File: src/rtl/ram_fifo_ctrl.sv
// ram_fifo_ctrl: pointer, flag and strobe logic for a FIFO built around an
// external single-clock RAM with one cycle of read latency. The requester
// drives write data straight into the RAM. This block hands out addresses,
// tracks occupancy and exports Gray-coded pointers for a synchronizer.
module ram_fifo_ctrl #(
  parameter int ADDR_WIDTH    = 4,
  parameter int AFULL_THRESH  = 12,
  parameter int AEMPTY_THRESH = 2
) (
  input  logic                  clk,
  input  logic                  rst_n,
  input  logic                  wr_en,
  input  logic                  rd_en,
  output logic                  ram_wr_en,
  output logic [ADDR_WIDTH-1:0] ram_wr_addr,
  output logic                  ram_rd_en,
  output logic [ADDR_WIDTH-1:0] ram_rd_addr,
  output logic                  rd_valid,
  output logic                  full,
  output logic                  empty,
  output logic                  almost_full,
  output logic                  almost_empty,
  output logic [ADDR_WIDTH:0]   level,
  output logic [ADDR_WIDTH:0]   wr_ptr_gray,
  output logic [ADDR_WIDTH:0]   rd_ptr_gray,
  output logic                  wr_err,
  output logic                  rd_err
);

  localparam logic [ADDR_WIDTH:0] AFULL_LVL  = (ADDR_WIDTH+1)'(AFULL_THRESH);
  localparam logic [ADDR_WIDTH:0] AEMPTY_LVL = (ADDR_WIDTH+1)'(AEMPTY_THRESH);

  logic [ADDR_WIDTH:0] wr_ptr;
  logic [ADDR_WIDTH:0] rd_ptr;
  logic [ADDR_WIDTH:0] wr_ptr_nxt;
  logic [ADDR_WIDTH:0] rd_ptr_nxt;
  logic [ADDR_WIDTH:0] level_nxt;
  logic                wr_accept;
  logic                rd_accept;
  logic                full_nxt;
  logic                empty_nxt;

  // Accept decisions use the registered flags. Reset masks both so the RAM
  // never sees a strobe while the controller is being cleared.
  always_comb begin
    wr_accept  = wr_en & ~full  & rst_n;
    rd_accept  = rd_en & ~empty & rst_n;
    wr_ptr_nxt = wr_ptr + {{ADDR_WIDTH{1'b0}}, wr_accept};
    rd_ptr_nxt = rd_ptr + {{ADDR_WIDTH{1'b0}}, rd_accept};
    level_nxt  = wr_ptr_nxt - rd_ptr_nxt;
    empty_nxt  = (wr_ptr_nxt == rd_ptr_nxt);
    full_nxt   = (wr_ptr_nxt[ADDR_WIDTH] != rd_ptr_nxt[ADDR_WIDTH]) &&
                 (wr_ptr_nxt[ADDR_WIDTH-1:0] == rd_ptr_nxt[ADDR_WIDTH-1:0]);
  end

  assign ram_wr_en   = wr_accept;
  assign ram_rd_en   = rd_accept;
  assign ram_wr_addr = wr_ptr[ADDR_WIDTH-1:0];
  assign ram_rd_addr = rd_ptr[ADDR_WIDTH-1:0];

  // Register the pointers and everything derived from the post-edge pointer values.
  always_ff @(posedge clk) begin
    if (!rst_n) begin
      wr_ptr       <= '0;
      rd_ptr       <= '0;
      level        <= '0;
      empty        <= 1'b1;
      full         <= 1'b0;
      almost_full  <= 1'b0;
      almost_empty <= 1'b1;
      wr_ptr_gray  <= '0;
      rd_ptr_gray  <= '0;
      rd_valid     <= 1'b0;
      wr_err       <= 1'b0;
      rd_err       <= 1'b0;
    end else begin
      wr_ptr       <= wr_ptr_nxt;
      rd_ptr       <= rd_ptr_nxt;
      level        <= level_nxt;
      empty        <= empty_nxt;
      full         <= full_nxt;
      almost_full  <= (level_nxt >= AFULL_LVL);
      almost_empty <= (level_nxt <= AEMPTY_LVL);
      wr_ptr_gray  <= wr_ptr_nxt ^ (wr_ptr_nxt >> 1);
      rd_ptr_gray  <= rd_ptr_nxt ^ (rd_ptr_nxt >> 1);
      rd_valid     <= rd_accept;
      wr_err       <= wr_en & full;
      rd_err       <= rd_en & empty;
    end
  end

endmodule

File: config.mk
export PLATFORM = sky130hd
export DESIGN_NAME = ram_fifo_ctrl
export DESIGN_NICKNAME = d
export VERILOG_FILES = /design/src/rtl/ram_fifo_ctrl.sv
export SDC_FILE = /design/constraint.sdc
export NUM_CORES = 1
export LEC_CHECK = 0
export BUFFER_PORTS_ARGS = -buffer_cell sky130_fd_sc_hd__buf_2
export CAP_MARGIN = 20
export CORE_MARGIN = 5
export CORE_UTILIZATION = 49
export CTS_CLUSTER_DIAMETER = 200
export DETAILED_ROUTE_END_ITERATION = 10
export PLACE_DENSITY = 0.76
export SYNTH_ARGS = -nofsm -noshare
export SYNTH_HDL_FRONTEND = slang
export SYNTH_SLANG_ARGS = --single-unit
File: constraint.sdc
create_clock -name clk -period 3.6 [get_ports clk]
set_input_delay 0.72 -clock clk [delete_from_list [all_inputs] [get_ports clk]]
set_output_delay 0.72 -clock clk [all_outputs]
set_load 0.02 [all_outputs]
---- Word level (Yosys, flattened, before mapping) ----
Cells that the tools add are included.
storage, ports and cells
  bits in registers ....................... 32
  output and inout port bits .............. 32
  word-level logic and storage cells ...... 31
  input bits .............................. 4
cells by class
  $lt $le $gt $ge ......................... 2
  bitwise gates (word level) .............. 10
  add/subtract/negate cells ............... 3
  eq/ne operators ......................... 3
  reduce and logical (&&, ||, !) cells .... 1
operators with widths
  kind                                                                                 count
  5-bit by 1-bit adder with 5-bit output                                               2
  5-bit by 4-bit bitwise XOR with 5-bit output                                         2
  1-bit bitwise AND                                                                    6
  5-bit == test                                                                        1
  5-bit by 4-bit greater-or-equal comparator with 1-bit output, second input constant  1
  5-bit by 2-bit less-or-equal comparator with 1-bit output, second input constant     1
  5-bit subtractor                                                                     1
  4-bit == test                                                                        1
  1-bit inverter                                                                       2
  1-bit logical AND                                                                    1
  1-bit != test                                                                        1

---- Depth between registers and ports, before layout ----
  depth after elaboration ................. 6
  gate-level depth with buffers ........... 13
  gate-level depth less buffers ........... 12

---- Least setup slack after synthesis ----
OpenSTA, ideal clock, no wires.
  path type ............................... in2reg
  start ................................... input port rst_n
  end ..................................... register almost_empty
  setup slack ............................. 60 ps
  setup time .............................. 96 ps
  data required time ...................... 3504 ps
  buffers on the path ..................... 2
  cell stages on the path ................. 13
  arrival time ............................ 3444 ps
  path through ............................ clkbuf_1 nand2_1 nor2_1 ha_1 ha_1 buf_2 xnor2_1 ha_1 a21oi_1 maj3_1 maj3_2 xnor2_2 o41ai_2
between the ends
  longest elaborated chain between the ends .. 4
  elaborated cells between the ends (all ways) .. 6
  those cells by class .................... add/sub (3); order compare (1); bitwise (2)
RTL lines
  what                                                       RTL line  RTL
  from (decl)                                                11        input logic rst_n,
  1-bit bitwise AND                                          46        wr_accept = wr_en & ~full & rst_n;
  named net ram_wr_en                                        14        output logic ram_wr_en,
  5-bit by 1-bit adder with 5-bit output                     48        wr_ptr_nxt = wr_ptr + {{ADDR_WIDTH{1'b0}}, wr_accept};
  named net wr_ptr_nxt[1]                                    35        logic [ADDR_WIDTH:0] wr_ptr_nxt;
  5-bit subtractor                                           50        level_nxt = wr_ptr_nxt - rd_ptr_nxt;
  5-bit by 2-bit less-or-equal comparator with 1-bit output  83        almost_empty <= (level_nxt <= AEMPTY_LVL);
  to (signal assigned)                                       83
  to (decl)                                                  22        output logic almost_empty,
The timed path passes the listed nets, and every way through them passes these cells.
A chain may end at the register's enable or synchronous reset.

---- Final worst setup path ----
  start ................................... input port rst_n
  end ..................................... register almost_empty
between the ends
  longest elaborated chain between the ends .. 4
  elaborated cells between the ends (all ways) .. 6
  those cells by class .................... add/sub (3); order compare (1); bitwise (2)
RTL lines
  what                                                       RTL line  RTL
  1-bit bitwise AND                                          47        rd_accept = rd_en & ~empty & rst_n;
  5-bit by 1-bit adder with 5-bit output                     49        rd_ptr_nxt = rd_ptr + {{ADDR_WIDTH{1'b0}}, rd_accept};
  named net rd_ptr_nxt[1]                                    36        logic [ADDR_WIDTH:0] rd_ptr_nxt;
  5-bit subtractor                                           50
  5-bit by 2-bit less-or-equal comparator with 1-bit output  83
The timed path passes the listed nets, and every way through them passes these cells.

==> key figures <==
Run status
  – Status: complete, no violations

Routing
  – WL/cell: 12.9 um
  – ANT nets after route: 0
  – Final WL: about 2400 um
  – Initial DRC Count: 15
  – Drt via density: 4.75
  – First-pass DRT Iterations: 4
  – Total number of vias: 883
  – DRC: 0

Finish
  – # diodes: 0
  – Multi-input gate area: slightly below 600 um2
  – Final #Nets: 165
  – Fill cell count: 215
  – Fin cells: 186
  – Finished Cell Area: 0.00151 mm2
  – Layout cells sized above 1: approximately a third
  – Area grow syn2layout: 23.6%
  – Finished Core Util: 62.2%
  – Register area: 601 um2

STA
  – Min cycle time layout: 2980 ps
  – Hold Slack: ~500 ps
  – Final Slew Violations: 0
  – Final setup margin: around 620 ps
  – Relative slew slack: 63.2%
  – Peak Freq: 336 MHz
  – Final setup vio count: 0
  – Total negative slack: 0 ps
  – Period utilization: 82.8%
  – Clk_skew: 11.2 ps
  – RSZ-0062 raised after global routing: no
  – Final Hold Violating Endpoints: 0
  – Worst-Margin Slew: 549 ps

Worst setup path
  – Worst-path cell chain: buf_2 > nand2_1 > nor2_1 > ha_1 > ha_1 > xnor2_1 > ha_1 > a21oi_1 > maj3_1 > maj3_2 > xnor2_2 > o41ai_2
  – Crit path DAT: 3220 ps
  – Kind of critical path: primary input to register
  – Crit path max-delay family: adder cells
  – CP Launch Type: primary input
  – Slowest cell on crit path: ha_1
  – CP max FO: 6
  – Required @ worst endpoint: 3840 ps
  – Critical path's most frequent cell: ha_1
  – Worst Setup End Kind: register
  – Buf/Inv on CP: 1
  – Max stage delay on crit path: 380 ps

Yosys
  – Post-synth EDFFs: 0
  – Syn nets: ~130
  – Most instantiated cells after synthesis: 30 x dfxtp_1, 17 x and2_1, 11 x xnor2_1
  – Ys flop type: dfxtp_1
  – Top cell type's share of synthesized area: 49.1%
  – Sequential area share after synthesis: 49.1%
  – Mapped Cells: 115
  – Post-synthesis cell type count: 26
  – Synth Area per Inst: 10.6 um2
  – Synth area leader: dfxtp_1
  – Largest cells by area after synthesis: dfxtp_1 49%, and2_1 8.7%, xnor2_1 7.9%, xor2_1 6.4%, ha_1 6.1%
  – Async S/R FF share, synth: 0%
  – Yosys warns: 0
  – Register bit total from synthesis: 30
  – Cell Area, Synth: between 0.001 and 0.0015 mm2
  – Most common cell in the netlist: dfxtp_1

Floorplanning
  – Initial Util: 50.3%
  – I/O Pins: 36
  – Die width: roughly 60 um
  – CORE AREA: 0.00243 mm2
  – Num rows: 18
  – Die area: between 0.003 and 0.004 mm2
  – Die H: 60.0 um

Clocking
  – CTS Root Cell: clkbuf_4
  – # clock sinks: 30
  – Clk_lat worst skew: 340 ps
  – Hold buffer count at cts: 0
  – Postcts setup bufs: 0
  – Longest Clk Path Bufs: 2
  – Post-CTS resize count: 0
  – CTS tree: done
  – CTS Buf Count: 5
  – Worst-path clk slew: 100 ps
  – H-Tree Depth: 2

GRT
  – Tot GR Track Use: 15.6%
  – GRT met3 Usage: 6.70%
  – Grt met1 use: 15.3%
  – Grt total ovfl: 0
  – Met2 usage: 27.8%
  – Initial antenna violation count: 0
  – Grt peak-use layer: met2
  – Pin count of the biggest net entering global routing: 27
  – Vias in the first global route: approximately 920
  – First-pass GRT wire length: around 4000 um

Place
  – DP Area: roughly 0.0014 mm2
  – I/O Buffers: 35
  – Dpl cells: 178
  – Setup WS pre-CTS: 278 ps
  – Dpl hpwl: 1860 um
  – Final Wtd Congestion: 0.806

Pwr
  – PwrDens: 472 mW/mm2
  – Power Total: 0.714 mW
  – Lkg Pwr: around 0.78 nW
  – VDD IR max: between 0.3 and 0.4 mV

Worst hold path
  – Worst min-delay path class: register to register

Flow run
  – Max_cap viols: 0
-- per-layer routing --
metal  part of all wire, %  wire length [um]
met5                     0                 0
met2                    53              1290
met1                    38               903
met4                   1.7                42
met3                   7.2               172
-- report_power, final --
| group | internal (mW) | switching (mW) |
|---|---|---|
| combinational | 0.0414 | 0.0593 |
| clock | 0.144 | 0.115 |
| sequential | 0.348 | 0.00611 |
| total | 0.533 | 0.180 |
-- placed cells by master (no fill, tap or decap), drive strengths merged --
master and count:
nor3b 1, nor2b 4, o21ai 2, and2 19, and2b 2, and3 2, o41ai 1, nand2 3
xnor2 12, clkinv 2, nor2 4, clkbuf 5, xor2 10, ha 6, a21oi 1, maj3 3
inv 5, nand3 4, dfxtp 30, bufinv 1, buf 37, nand4 1, o21a 1
-- worst paths after layout --
check / from / endpoint / slack (ps) / cells past startpoint
setup reg to reg: empty$_SDFF_PN1_ / almost_empty$_SDFF_PN1_ / 790 / 10
setup / recovery: rst_n / almost_empty$_SDFF_PN1_ / 620 / 12
hold / removal: empty$_SDFF_PN1_ / rd_valid$_SDFF_PN0_ / 500 / 1
hold reg to reg: empty$_SDFF_PN1_ / rd_valid$_SDFF_PN0_ / 500 / 1
-- state kept, by name (all words and copies together), names as in the netlist, 4 cells and up --
register,cells
rd_ptr,4
wr_ptr_gray,5
wr_ptr,4
rd_ptr_gray,5
level,5
-- layout make-up --
class | instances | share of cell area [%]
flip-flops and latches | 30 | 39.7
inverters | 5 | 1.24
multi-input cells | 76 | 38.9
repair buffers | 37 | 12.6
clock buffers | 5 | 2.48
clock inverters | 3 | 2.65
well taps | 30 | 2.48
-- logic make-up after synthesis --
logic type / after synthesis / share of synthesized area, %
flops: 30 / 49.1
compound gates: 5 / 3.17
xor+xnor: 22 / 17.0
fa+ha+maj: 9 / 8.69
buf+inv: 9 / 2.86
simple gates: 40 / 19.2
Power figures use the tool's default switching activity.
